--- src/rtl/fifo_mst_arb.sv ---
// rtl/fifo_mst_arb.sv - FT600 245-mode FIFO bus sequencer with round-robin TX/RX arbitration
module fifo_mst_arb #(
  parameter int MAX_BURST = 256,
  parameter int CNT_W     = 16
) (
  input  logic        CLK,
  input  logic        RESET_N,
  input  logic [31:0] tc_data,
  input  logic [3:0]  tc_be,
  input  logic        tc_txe_n,
  input  logic        tc_rxf_n,
  output logic [31:0] tp_data,
  output logic        tp_dt_oe_n,
  output logic [3:0]  tp_be,
  output logic        tp_be_oe_n,
  output logic        tp_siwu_n,
  output logic        tp_wr_n,
  output logic        tp_rd_n,
  output logic        tp_oe_n,
  input  logic        tx_valid,
  input  logic [15:0] tx_data,
  input  logic [1:0]  tx_be,
  output logic        tx_ready,
  input  logic        rx_ready,
  output logic        rx_valid,
  output logic [15:0] rx_data,
  output logic [1:0]  rx_be,
  output logic        busy
);

  typedef enum logic [2:0] {S_IDLE, S_WR, S_RD_OE, S_RD, S_TURN} state_t;
  typedef enum logic {DIR_WR, DIR_RD} dir_t;

  localparam logic [CNT_W-1:0] LAST_CNT = CNT_W'(MAX_BURST - 1);

  state_t           state, state_d;
  dir_t             last_grant, last_grant_d;
  logic [CNT_W-1:0] burst_cnt, burst_cnt_d;

  logic wr_req, rd_req;
  logic unused_upper;

  assign wr_req       = tx_valid & ~tc_txe_n;
  assign rd_req       = rx_ready & ~tc_rxf_n;
  assign rx_data      = tc_data[15:0];
  assign rx_be        = tc_be[1:0];
  assign tp_siwu_n    = 1'b1;
  assign busy         = (state != S_IDLE);
  assign unused_upper = ^{tc_data[31:16], tc_be[3:2]};

  always_ff @(posedge CLK or negedge RESET_N) begin
    if (!RESET_N) begin
      state      <= S_IDLE;
      last_grant <= DIR_RD;
      burst_cnt  <= '0;
    end else begin
      state      <= state_d;
      last_grant <= last_grant_d;
      burst_cnt  <= burst_cnt_d;
    end
  end

  always_comb begin
    state_d      = state;
    last_grant_d = last_grant;
    burst_cnt_d  = burst_cnt;
    tp_data      = '0;
    tp_be        = '0;
    tp_dt_oe_n   = 1'b1;
    tp_be_oe_n   = 1'b1;
    tp_wr_n      = 1'b1;
    tp_rd_n      = 1'b1;
    tp_oe_n      = 1'b1;
    tx_ready     = 1'b0;
    rx_valid     = 1'b0;
    case (state)
      S_IDLE: begin
        // When both sides request, the direction not served last time wins.
        if (wr_req && (!rd_req || last_grant == DIR_RD)) begin
          state_d      = S_WR;
          last_grant_d = DIR_WR;
          burst_cnt_d  = '0;
        end else if (rd_req) begin
          state_d      = S_RD_OE;
          last_grant_d = DIR_RD;
          burst_cnt_d  = '0;
        end
      end
      S_WR: begin
        tp_dt_oe_n = 1'b0;
        tp_be_oe_n = 1'b0;
        tp_data    = {16'h0000, tx_data};
        tp_be      = {2'b00, tx_be};
        tp_wr_n    = ~tx_valid;
        tx_ready   = ~tc_txe_n;
        if (wr_req) burst_cnt_d = burst_cnt + CNT_W'(1);
        if (!wr_req || burst_cnt == LAST_CNT) state_d = S_TURN;
      end
      S_RD_OE: begin
        // FT600 needs one cycle of OE before it drives valid data.
        tp_oe_n = 1'b0;
        state_d = S_RD;
      end
      S_RD: begin
        tp_oe_n  = 1'b0;
        tp_rd_n  = ~rx_ready;
        rx_valid = rd_req;
        if (rd_req) burst_cnt_d = burst_cnt + CNT_W'(1);
        if (!rd_req || burst_cnt == LAST_CNT) state_d = S_TURN;
      end
      S_TURN: state_d = S_IDLE;
      default: state_d = S_IDLE;
    endcase
  end

endmodule

--- config.mk ---
export PLATFORM = sky130hd
export DESIGN_NAME = fifo_mst_arb
export DESIGN_NICKNAME = d
export VERILOG_FILES = /design/src/rtl/fifo_mst_arb.sv
export SDC_FILE = /design/constraint.sdc
export NUM_CORES = 1
export LEC_CHECK = 0
export CORE_MARGIN = 5
export CORE_UTILIZATION = 34
export DETAILED_ROUTE_END_ITERATION = 16
export PLACE_DENSITY_LB_ADDON = 0.1
export SYNTH_ARGS = -nofsm -noshare
export SYNTH_HDL_FRONTEND = slang
export SYNTH_SLANG_ARGS = --single-unit
--- constraint.sdc ---
create_clock -name CLK -period 2.3 [get_ports CLK]
set_input_delay 0.46 -clock CLK [delete_from_list [all_inputs] [get_ports CLK]]
set_output_delay 0.46 -clock CLK [all_outputs]
set_load 0.01 [all_outputs]
==> metrics.csv, run 1 <==
stage,metric,value,unit
synthesis,most common cell in the netlist,buf_4,
synthesis,Post-synth EDFFs,0,
clocking,clk buf depth,2,
clocking,"Clk Latency, worst-skew pair",260,ps
worst_setup_path,"Largest delay share family, worst path",buffers and inverters,
run_status,status,finished clean,
synthesis,Post-Synthesis Cells,194,
synthesis,cell area after synthesis,1635,µm²
place,Final HPWL DP,3602,µm
clocking,number of buffers created by CTS,3,
sta,Slew Limit Headroom,47.98,%
synthesis,Unique masters post-synth,47,
floorplan,Die Wd,79.35,µm
routing,drt total wl,4643,µm
routing,final antenna-violating net count,0,
routing,Pre-antenna DRT Iters,4,
sta,post-route clock period utilization,97.23,%
power_and_ir_drop,Leak,1.181,nW
synthesis,synth top area cells,"dfrtp_1 29%, buf_4 18%, and2_1 7.3%, a21oi_1 4.0%, a31oi_1 3.1%",
place,post-placement cell area,2061,µm²
cells_and_area,utilization after layout,46.40,%
sta,Final setup viols,0,
cells_and_area,layout cells sized above 1,13.39,%
clocking,"Clk pin slew, worst setup/hold paths",80,ps
floorplan,Starting Density,34.85,%
floorplan,Die Ht,79.35,µm
power_and_ir_drop,pwr dens,797.2,nW/µm²
hold_path,Hold Path Depth,2,
grt,vias in the first global route,1539,
grt,initial antenna violation count,0,
sta,fin crit period,2236,ps
sta,Fmax,0.4472,GHz
sta,Final Max Slew Viols,0,
run,Max-Cap Viols,0,
synthesis,sequential area share after synthesis,30.68,%
power_and_ir_drop,peak supply drop,0.4230,mV
worst_setup_path,Worst Reg2Reg Path Length in Cells,5,
worst_setup_path,CP Cell Sequence,nand2b_1 > nor2_4 > buf_6 > and2_1 > clkdlybuf4s50_1,
synthesis,top_reg_cell synth,dfrtp_1,
routing,drt via density,5.239,
cells_and_area,Area Growth Syn to Fin,33.13,%
synthesis,post-synthesis simple-gate area fraction,28.16,%
floorplan,Cell Rows,25,
routing,Residual DRC,0,
worst_setup_path,peak per-stage delay on the critical path,530,ps
floorplan,Die Area,6296,µm²
synthesis,Seq cells post-synth,20,
synthesis,Compound-Gate Fraction of Synth Area,18.59,%
routing,WL/cell,15.85,µm
clocking,CTS tree,done,
worst_setup_path,Critical Path AT,1780,ps
worst_setup_path,crit path capture type,output pin,
worst_setup_path,stages on the worst setup path,5,
clocking,count of hold-fix buffers inserted at cts,0,
synthesis,top post-synthesis cells by count,"40 x buf_4, 19 x and2_1, 19 x dfrtp_1",
routing,Vias,1535,
floorplan,core outline area,4692,µm²
worst_setup_path,critical path class,flip-flop to output pin,
synthesis,Yosys top cell area share,29.07,%
sta,"Worst Setup Slack, final",63.77,ps
sta,Setup Skew,2.333,ps
worst_setup_path,startpoint type of the worst setup path,flip-flop,
synthesis,Post-Synth XOR/XNOR Area,0,%
place,I/O Buffers,49,
place,Placer Congestion,0.7941,
synthesis,Synth area leader,dfrtp_1,
synthesis,Synthesis Warnings,0,
grt,Overflow after GRT,0,
cells_and_area,final instance area,2177,µm²
power_and_ir_drop,Overall Power,1.736,mW
synthesis,largest family of logic cells by synthesized area,simple AND/OR/NAND/NOR gates,
worst_setup_path,crit path max-delay cell type,clkdlybuf4s50_1,
sta,Fin. Hold Viols,0,
place,Post-Place Worst Slack,-135.0,ps
worst_setup_path,Crit path required time,1840,ps
clocking,Root Buffer,clkbuf_8,
grt,first-pass GRT wire length,7203,µm
floorplan,io pins,123,
clocking,H-Tree Depth,1,
grt,largest net degree at the start of global routing,21,
synthesis,mux cell area share after synthesis,0.6121,%
worst_setup_path,WP buf/inv,2,
cells_and_area,nets@finish,301,
synthesis,Post-synth ARST share,100.0,%
routing,Initial DRC Count,101,
sta,Slew @ Worst Pin,776.1,ps
grt,GRT Util Overall,14.30,%
clocking,CTS sink cnt,20,
synthesis,Mapped Avg Cell Area,8.429,µm²
cells_and_area,n_diodes,0,
synthesis,adder-cell area share of the yosys netlist,0.7651,%
worst_setup_path,largest fanout on the critical path,8,
hold_path,worst hold path type,flip-flop to flip-flop,
==> per-stage QoR <==
| stage | hold WS (ps) | std cells | TNS, ps |
|---|---|---|---|
| floorplan | 164.4 | 211 | 0 |
| global placement | 502.5 | 285 | -1138 |
| detailed placement | 513.6 | 285 | -1186 |
| CTS | 529.8 | 289 | 0 |
| global route | 547.6 | 293 | -9.238 |
| finish | 523.8 | 293 | 0 |
==> cell usage in the layout (no fill, tap or decap), drive strengths merged, types with 2 or more instances in the layout <==
cell type	synthesis	routed
a41oi	2	2
clkbuf	5	4
nand3	4	4
a31oi	8	8
nor4	2	2
and2	19	19
inv	4	4
conb	2	19
dlygate4sd2	0	7
dlymetal6s2s	0	12
nand4	5	5
buf	41	21
a21o	3	3
nor3	3	3
nand2b	3	3
o21ai	4	4
a221o	2	2
dfrtp	19	19
clkdlybuf4s50	0	30
or3	2	2
and3	5	5
nor4b	2	2
nor2b	3	3
nand2	12	12
o211ai	4	4
nor2	6	6
and4	3	3
a21oi	13	13
or4	2	2
==> state kept, by name, indices dropped and copies added, names as in the netlist <==
signal	cells
state	3
burst_cnt	16
last_grant	1
==> cells by family after synthesis <==
kind of cell             count (synthesis)
AO/OA/AOI/OAI                           45
adder cells (fa/ha/maj)                  1
AND/OR/NAND/NOR                         75
multiplexers                             1
buffers and inverters                   50
other                                    2
flip-flops                              20
==> repair_timing <==
action,in CTS,in global routing
gates resized for setup,10,13
cloned,0,1
setup buffers,0,3
setup endpoints to repair,19,13
==> final cells by class <==
cell class,count,area (µm²)
Clock buffer,4,55.05
Sequential cell,20,501.7
Fill cell,466,2515
Inverter,4,15.01
Timing Repair Buffer,70,670.6
Tap cell,54,67.56
Multi-Input combinational cell,141,867.1
==> tightest hold or removal path: stages, from the launching register on <==
cell     delay, ps
dfstp_2        380
o21ai_0         60
o21ai_0         80
==> routing by layer <==
metal / global-route usage [%] / up-vias / wire (µm)
li1: - / 724 / -
met1: 16.10 / 728 / 1763
met2: 24.07 / 65 / 2328
met3: 5.442 / 18 / 460
met4: 6.014 / 0 / 91
met5: 0 / - / 0
==> power by group <==
group          total [mW]  internal [mW]  switching [mW]  leakage [nW]
Sequential          0.460          0.411          0.0491         0.272
Clock               0.281          0.153           0.129        0.0288
Combinational       0.994          0.498           0.496         0.880
==> final timing paths <==
kind                       startpoint             to  slack (ps)
setup reg to reg             state[1]  burst_cnt[11]         360
hold / removal             last_grant     last_grant         520
setup / recovery             state[2]     tp_data[6]          60
hold reg to reg            last_grant     last_grant         520
min in group asynchronous     RESET_N  burst_cnt[14]         530
max in group asynchronous     RESET_N     last_grant        1500
No activity file was read; power rests on OpenSTA's default activity.
==> run 2, diff against run 1 <==
Settings changed: CORE_ASPECT_RATIO from default to 2.
==> run 2 against run 1 <==
  * Clock skew up 3.6 ps
  * Critical path depth unchanged
  * Wire length up 4.5%
  * First-iteration DRC count down 42%
  * Combinational power down 3.7%
  * Via count up 0.91%
  * Critical endpoint is now tp_data[12]
  * Highest routed layer unchanged
==> metrics.csv, run 2 (synthesis results as in run 1) <==
stage,metric,value,unit,change
run_status,status,finished clean,,
power_and_ir_drop,pwr dens,781.4,nW/µm²,-2.0%
sta,Final Max Slew Viols,0,,unchanged
cells_and_area,layout cells sized above 1,12.71,%,-0.68 points
cells_and_area,"most common cell after layout, fill and taps aside",clkdlybuf4s50_1,,
sta,fin crit period,2214,ps,-22.02 ps
clocking,CTS sink cnt,20,,unchanged
grt,vias in the first global route,1699,,+10%
clocking,"Clk Latency, worst-skew pair",260,ps,about the same
worst_setup_path,critical path class,flip-flop to output pin,,
routing,Vias,1549,,+0.91%
routing,Initial DRC Count,59,,-42%
cells_and_area,Largest regs,"burst_cnt x16, state x3, last_grant x1",,
floorplan,core outline area,4642,µm²,-1.1%
cells_and_area,nets@finish,298,,-1.0%
floorplan,Die Ht,108.1,µm,+36%
grt,Overflow after GRT,0,,unchanged
floorplan,Starting Density,35.23,%,+0.38 points
worst_setup_path,Critical Path AT,1750,ps,-30 ps
worst_setup_path,largest fanout on the critical path,10,,+2
floorplan,Die Wd,59.04,µm,-26%
sta,Setup Skew,5.938,ps,+3.605 ps
worst_setup_path,startpoint type of the worst setup path,flip-flop,,
worst_setup_path,Worst Reg2Reg Path Length in Cells,5,,unchanged
power_and_ir_drop,Overall Power,1.698,mW,-2.1%
hold_path,HP Start,last_grant,,
power_and_ir_drop,logic gate share of total power,56.4,%,-0.9 points
worst_setup_path,crit path capture type,output pin,,
routing,drt via density,5.323,,+1.6%
sta,Fmax,0.4516,GHz,+0.99%
hold_path,Hold Path Depth,2,,unchanged
power_and_ir_drop,Switching Fraction,39.64,%,+0.81 points
sta,RSZ-0062 raised after global routing,false,,
power_and_ir_drop,Clock Power Share,14.5,%,-1.7 points
clocking,clk buf depth,2,,unchanged
grt,initial antenna violation count,0,,unchanged
clocking,"Clk pin slew, worst setup/hold paths",70,ps,about the same
power_and_ir_drop,Leak,1.197,nW,+1.3%
worst_setup_path,CP Cell Sequence,nand2b_4 > nor2_4 > buf_6 > and2_1 > clkdlybuf4s50_1,,
cells_and_area,largest reg by FF count,burst_cnt,,
clocking,H-Tree Depth,1,,unchanged
sta,Fin. Hold Viols,0,,unchanged
routing,Residual DRC,0,,unchanged
worst_setup_path,reg2reg end,burst_cnt[11],,
floorplan,Die Area,6381,µm²,+1.3%
place,Final HPWL DP,3944,µm,+9.5%
place,Placer Congestion,0.7927,,-0.18%
cells_and_area,n_diodes,0,,unchanged
clocking,Root Buffer,clkbuf_8,,
grt,GRT Util Overall,16.09,%,+1.8 points
power_and_ir_drop,P_int,1.025,mW,-3.4%
worst_setup_path,peak per-stage delay on the critical path,530,ps,about the same
run,Max-Cap Viols,0,,unchanged
hold_path,worst hold path type,flip-flop to flip-flop,,
cells_and_area,"commonest cells after routing, fill and taps aside","31 x clkdlybuf4s50_1, 19 x and2_1, 19 x conb_1",,
grt,largest net degree at the start of global routing,22,,+4.8%
worst_setup_path,R2R setup slack,290,ps,-70 ps
clocking,number of buffers created by CTS,3,,unchanged
routing,Pre-antenna DRT Iters,4,,unchanged
sta,Slew @ Worst Pin,809.0,ps,+32.89 ps
clocking,CTS tree,done,,
grt,first-pass GRT wire length,8073,µm,+12%
sta,hold_ws,515.8,ps,-7.995 ps
place,Inst Count DP,286,,+0.35%
hold_path,"Endpoint, Worst Hold",last_grant,,
place,Post-Place Worst Slack,-164.3,ps,-29.24 ps
power_and_ir_drop,peak supply drop,0.5357,mV,+27%
cells_and_area,Area Growth Syn to Fin,32.90,%,
sta,post-route clock period utilization,96.27,%,-0.96 points
power_and_ir_drop,part of the power in registers,29.2,%,+2.7 points
worst_setup_path,Reg-to-Reg Start,state[1],,
routing,WL/cell,16.67,µm,+5.2%
cells_and_area,utilization after layout,46.82,%,+0.42 points
sta,Slew Limit Headroom,45.77,%,-2.2 points
sta,Final setup viols,0,,unchanged
cells_and_area,number of flip-flops in the largest register,16,,unchanged
floorplan,Cell Rows,35,,+40%
worst_setup_path,crit path max-delay cell type,clkdlybuf4s50_1,,
sta,"Worst Setup Slack, final",85.79,ps,+22.02 ps
floorplan,io pins,123,,unchanged
routing,final antenna-violating net count,0,,unchanged
cells_and_area,final cell count without fillers,291,,-0.68%
worst_setup_path,Crit path required time,1840,ps,about the same
power_and_ir_drop,P_sw,0.6732,mW,-0.11%
place,I/O Buffers,49,,unchanged
routing,drt total wl,4852,µm,+4.5%
==> run 2: worst max path at each step <==
stage | from | endpoint
final | state[2] | tp_data[12]
after global routing | state[2] | tp_data[9]
after CTS | state[2] | tp_data[3]
after detailed placement | rx_ready | burst_cnt[4]
after global placement | tc_rxf_n | burst_cnt[5]
after floorplan | state[2] | tx_ready
==> run 2: area by class of cell <==
class,instances,area (µm²)
fillers,489,2469
multi-input cells,141,874.6
repair buffers,67,666.9
flip-flops and latches,20,503.0
well taps,55,68.82
clock buffers,4,45.04
inverters,4,15.01
==> run 2: metal layers <==
metal  share of wire, %  track usage [%]
met5                  0                0
met4                3.6            7.618
met3                9.2            6.093
met2                 56            29.83
met1                 31            14.66
==> run 2: metrics by stage <==
stage | area (µm²) | TNS (ps)
detailed placement | 2062 | -1574
global route | 2173 | 0
global placement | 2062 | -979.6
CTS | 2108 | 0
floorplan | 1699 | 0
finish | 2173 | 0
==> run 2: power groups by stage <==
stage	Sequential, mW	Clock (mW)	Combinational (mW)
5_1_grt	0.506	0.263	1.05
6_report	0.495	0.246	0.957
4_1_cts	0.484	0.249	0.950
2_1_floorplan	0.453	0	0.529
3_5_place_dp	0.490	0	0.942
3_3_place_gp	0.489	0	0.935
==> run 2: what timing repair did <==
item / in CTS / in global routing
cloned: 0 / 1
pin swaps: 0 / 0
hold endpoints to repair: 0 / 0
hold buffers: 0 / 0
resized for setup: 5 / 22
setup endpoints to repair: 9 / 17
buffers inserted: 0 / 0
==> run 2: worst max-delay path: cells and delay by family, from the launching register on <==
family	cells	cell delay, ps
buffers and inverters	2	670
DFF	1	410
and+or+nand+nor	3	400
==> run 3, diff against run 2 <==
==> constraint.sdc (replaced) <==
create_clock -name CLK -period 2.3 [get_ports CLK]
set_input_delay 0.46 -clock CLK [delete_from_list [all_inputs] [get_ports CLK]]
set_output_delay 0.46 -clock CLK [all_outputs]
set_load 0.005 [all_outputs]
==> run 3 against run 2 <==
  * Wire length is 1.2% lower
  * Setup slack got worse by 52 ps
  * Non-clock buffer count decreased by 4
  * Via count up 0.58%
  * Sequential cell count is the same
  * Sequential share of layout area is 0.66 points higher
  * Sequential power is essentially flat
  * Global-route usage decreased by 0.94 points
  * Critical path depth shrank 1
  * Die area stayed put
  * Critical path type is now input pin to output pin
  * Critical endpoint is now rx_valid
  * Largest cell class unchanged
==> metrics.csv, run 3 (synthesis results as in run 1) <==
stage,metric,value,unit,change
clocking,count of hold-fix buffers inserted at cts,0,,unchanged
clocking,"Clk pin slew, worst setup/hold paths",70,ps,about the same
cells_and_area,Largest regs,"burst_cnt x16, state x3, last_grant x1",,
clocking,CTS sink cnt,20,,unchanged
clocking,number of buffers created by CTS,3,,unchanged
grt,initial antenna violation count,0,,unchanged
clocking,"Clk Latency, worst-skew pair",260,ps,about the same
floorplan,core outline area,4642,µm²,unchanged
sta,Fin. Hold Viols,0,,unchanged
cells_and_area,"commonest cells after routing, fill and taps aside","47 x clkdlybuf4s50_1, 19 x and2_1, 19 x conb_1",,
routing,Vias,1558,,+0.58%
floorplan,Cell Rows,35,,unchanged
floorplan,Die Area,6381,µm²,unchanged
grt,largest net degree at the start of global routing,22,,unchanged
sta,Setup Skew,5.631,ps,-0.3070 ps
sta,hold_ws,516.5,ps,+0.6370 ps
floorplan,Die Wd,59.04,µm,unchanged
clocking,clk buf depth,2,,unchanged
worst_setup_path,Critical Path AT,1810,ps,+60 ps
run_status,status,finished clean,,
worst_setup_path,Crit path required time,1840,ps,about the same
grt,vias in the first global route,1617,,-4.8%
worst_setup_path,critical path class,input pin to output pin,,
cells_and_area,"most common cell after layout, fill and taps aside",clkdlybuf4s50_1,,
floorplan,Starting Density,35.23,%,unchanged
grt,GRT Util Overall,15.15,%,-0.94 points
cells_and_area,largest reg by FF count,burst_cnt,,
sta,Slew @ Worst Pin,762.6,ps,-46.42 ps
routing,Pre-antenna DRT Iters,4,,unchanged
clocking,Root Buffer,clkbuf_8,,
cells_and_area,layout cells sized above 1,11.64,%,-1.1 points
routing,drt total wl,4794,µm,-1.2%
cells_and_area,final cell count without fillers,287,,-1.4%
run,Max-Cap Viols,0,,unchanged
place,I/O Buffers,49,,unchanged
sta,Fmax,0.4412,GHz,-2.3%
hold_path,worst hold path type,flip-flop to flip-flop,,
routing,Residual DRC,0,,unchanged
routing,final antenna-violating net count,0,,unchanged
power_and_ir_drop,peak supply drop,0.4011,mV,-25%
floorplan,Die Ht,108.1,µm,unchanged
worst_setup_path,crit path capture type,output pin,,
routing,Initial DRC Count,45,,-24%
place,Placer Congestion,0.7732,,-2.5%
sta,fin crit period,2267,ps,+52.32 ps
routing,drt via density,5.429,,+2.0%
sta,Final setup viols,0,,unchanged
floorplan,io pins,123,,unchanged
grt,first-pass GRT wire length,7521,µm,-6.8%
sta,Final Max Slew Viols,0,,unchanged
clocking,CTS tree,done,,
cells_and_area,Area Growth Syn to Fin,29.53,%,
worst_setup_path,largest fanout on the critical path,4,,-6
worst_setup_path,startpoint type of the worst setup path,input pin,,
sta,RSZ-0062 raised after global routing,true,,
worst_setup_path,R2R setup slack,430,ps,+140 ps
place,Inst Count DP,282,,-1.4%
power_and_ir_drop,pwr dens,778.0,nW/µm²,-0.43%
routing,WL/cell,16.70,µm,+0.18%
place,Final HPWL DP,3735,µm,-5.3%
cells_and_area,Filler Cell Count,468,,-4.3%
cells_and_area,number of flip-flops in the largest register,16,,unchanged
sta,post-route clock period utilization,98.54,%,+2.3 points
grt,Overflow after GRT,0,,unchanged
sta,Slew Limit Headroom,48.88,%,+3.1 points
clocking,H-Tree Depth,1,,unchanged
cells_and_area,nets@finish,294,,-1.3%
cells_and_area,n_diodes,0,,unchanged
power_and_ir_drop,Leak,0.9410,nW,-21%
==> run 3: cell types whose count changed in the layout (fill, tap and decap cells not counted), sizes merged <==
| cell | delta |
|---|---|
| buf | -4 |
| dlygate4sd2 | -3 |
| dlymetal6s2s | -13 |
| clkdlybuf4s50 | +16 |
==> run 3: critical path, cell delays in order <==
cell	delay [ps]
clkdlybuf4s50_1	460
and2b_2	250
and3_1	190
clkdlybuf4s50_1	450
==> run 3: stage by stage <==
step                      instance area (µm²)  total power [mW]  TNS, ps  worst slack (ps)  util, %
after CTS                                2088             1.612        0             10.74    44.99
after detailed placement                 2032             1.327   -793.8            -108.7    43.77
after global placement                   2032             1.328   -669.6            -91.75    43.77
final                                    2118             1.648        0             33.47    45.63
after global routing                     2118             1.767   -51.30            -20.59    45.63
after floorplan                          1699            0.9185        0             485.4        -
==> run 3: where the power goes <==
part / internal (mW) / switching [mW] / total (mW)
Combinational: 0.466 / 0.411 / 0.877
Clock: 0.153 / 0.123 / 0.275
Sequential: 0.415 / 0.0814 / 0.496
==> run 3: timing repair <==
item,4_1_cts,5_1_grt
cloned,0,1
setup endpoints to repair,1,20
gates resized for setup,1,10
buffers inserted,0,0
==> run 3: path summary, 6_finish.rpt <==
check / start / to / depth (start not counted)
max in group asynchronous: RESET_N / last_grant / 2
max: tc_rxf_n / rx_valid / 4
min in group asynchronous: RESET_N / burst_cnt[9] / 2
min reg2reg: last_grant / last_grant / 2
min: last_grant / last_grant / 2
max reg2reg: burst_cnt[0] / burst_cnt[14] / 5
==> run 3: final cells by class <==
class                           count  area [µm²]  share of cell area [%]
Multi-Input combinational cell    141       867.1                   40.93
Sequential cell                    20       504.2                   23.80
Timing Repair Buffer               63       608.1                   28.71
Tap cell                           55       68.82                   3.249
Clock buffer                        4       55.05                   2.599
Inverter                            4       15.01                  0.7088
==> run 3: metal layers <==
layer / GRT usage (%) / vias to the layer above / share of wire [%]
met2: 27.93 / 97 / 55
met4: 6.483 / 0 / 2.5
li1: - / 713 / -
met1: 14.25 / 734 / 33
met5: 0 / - / 0
met3: 5.735 / 14 / 9.6
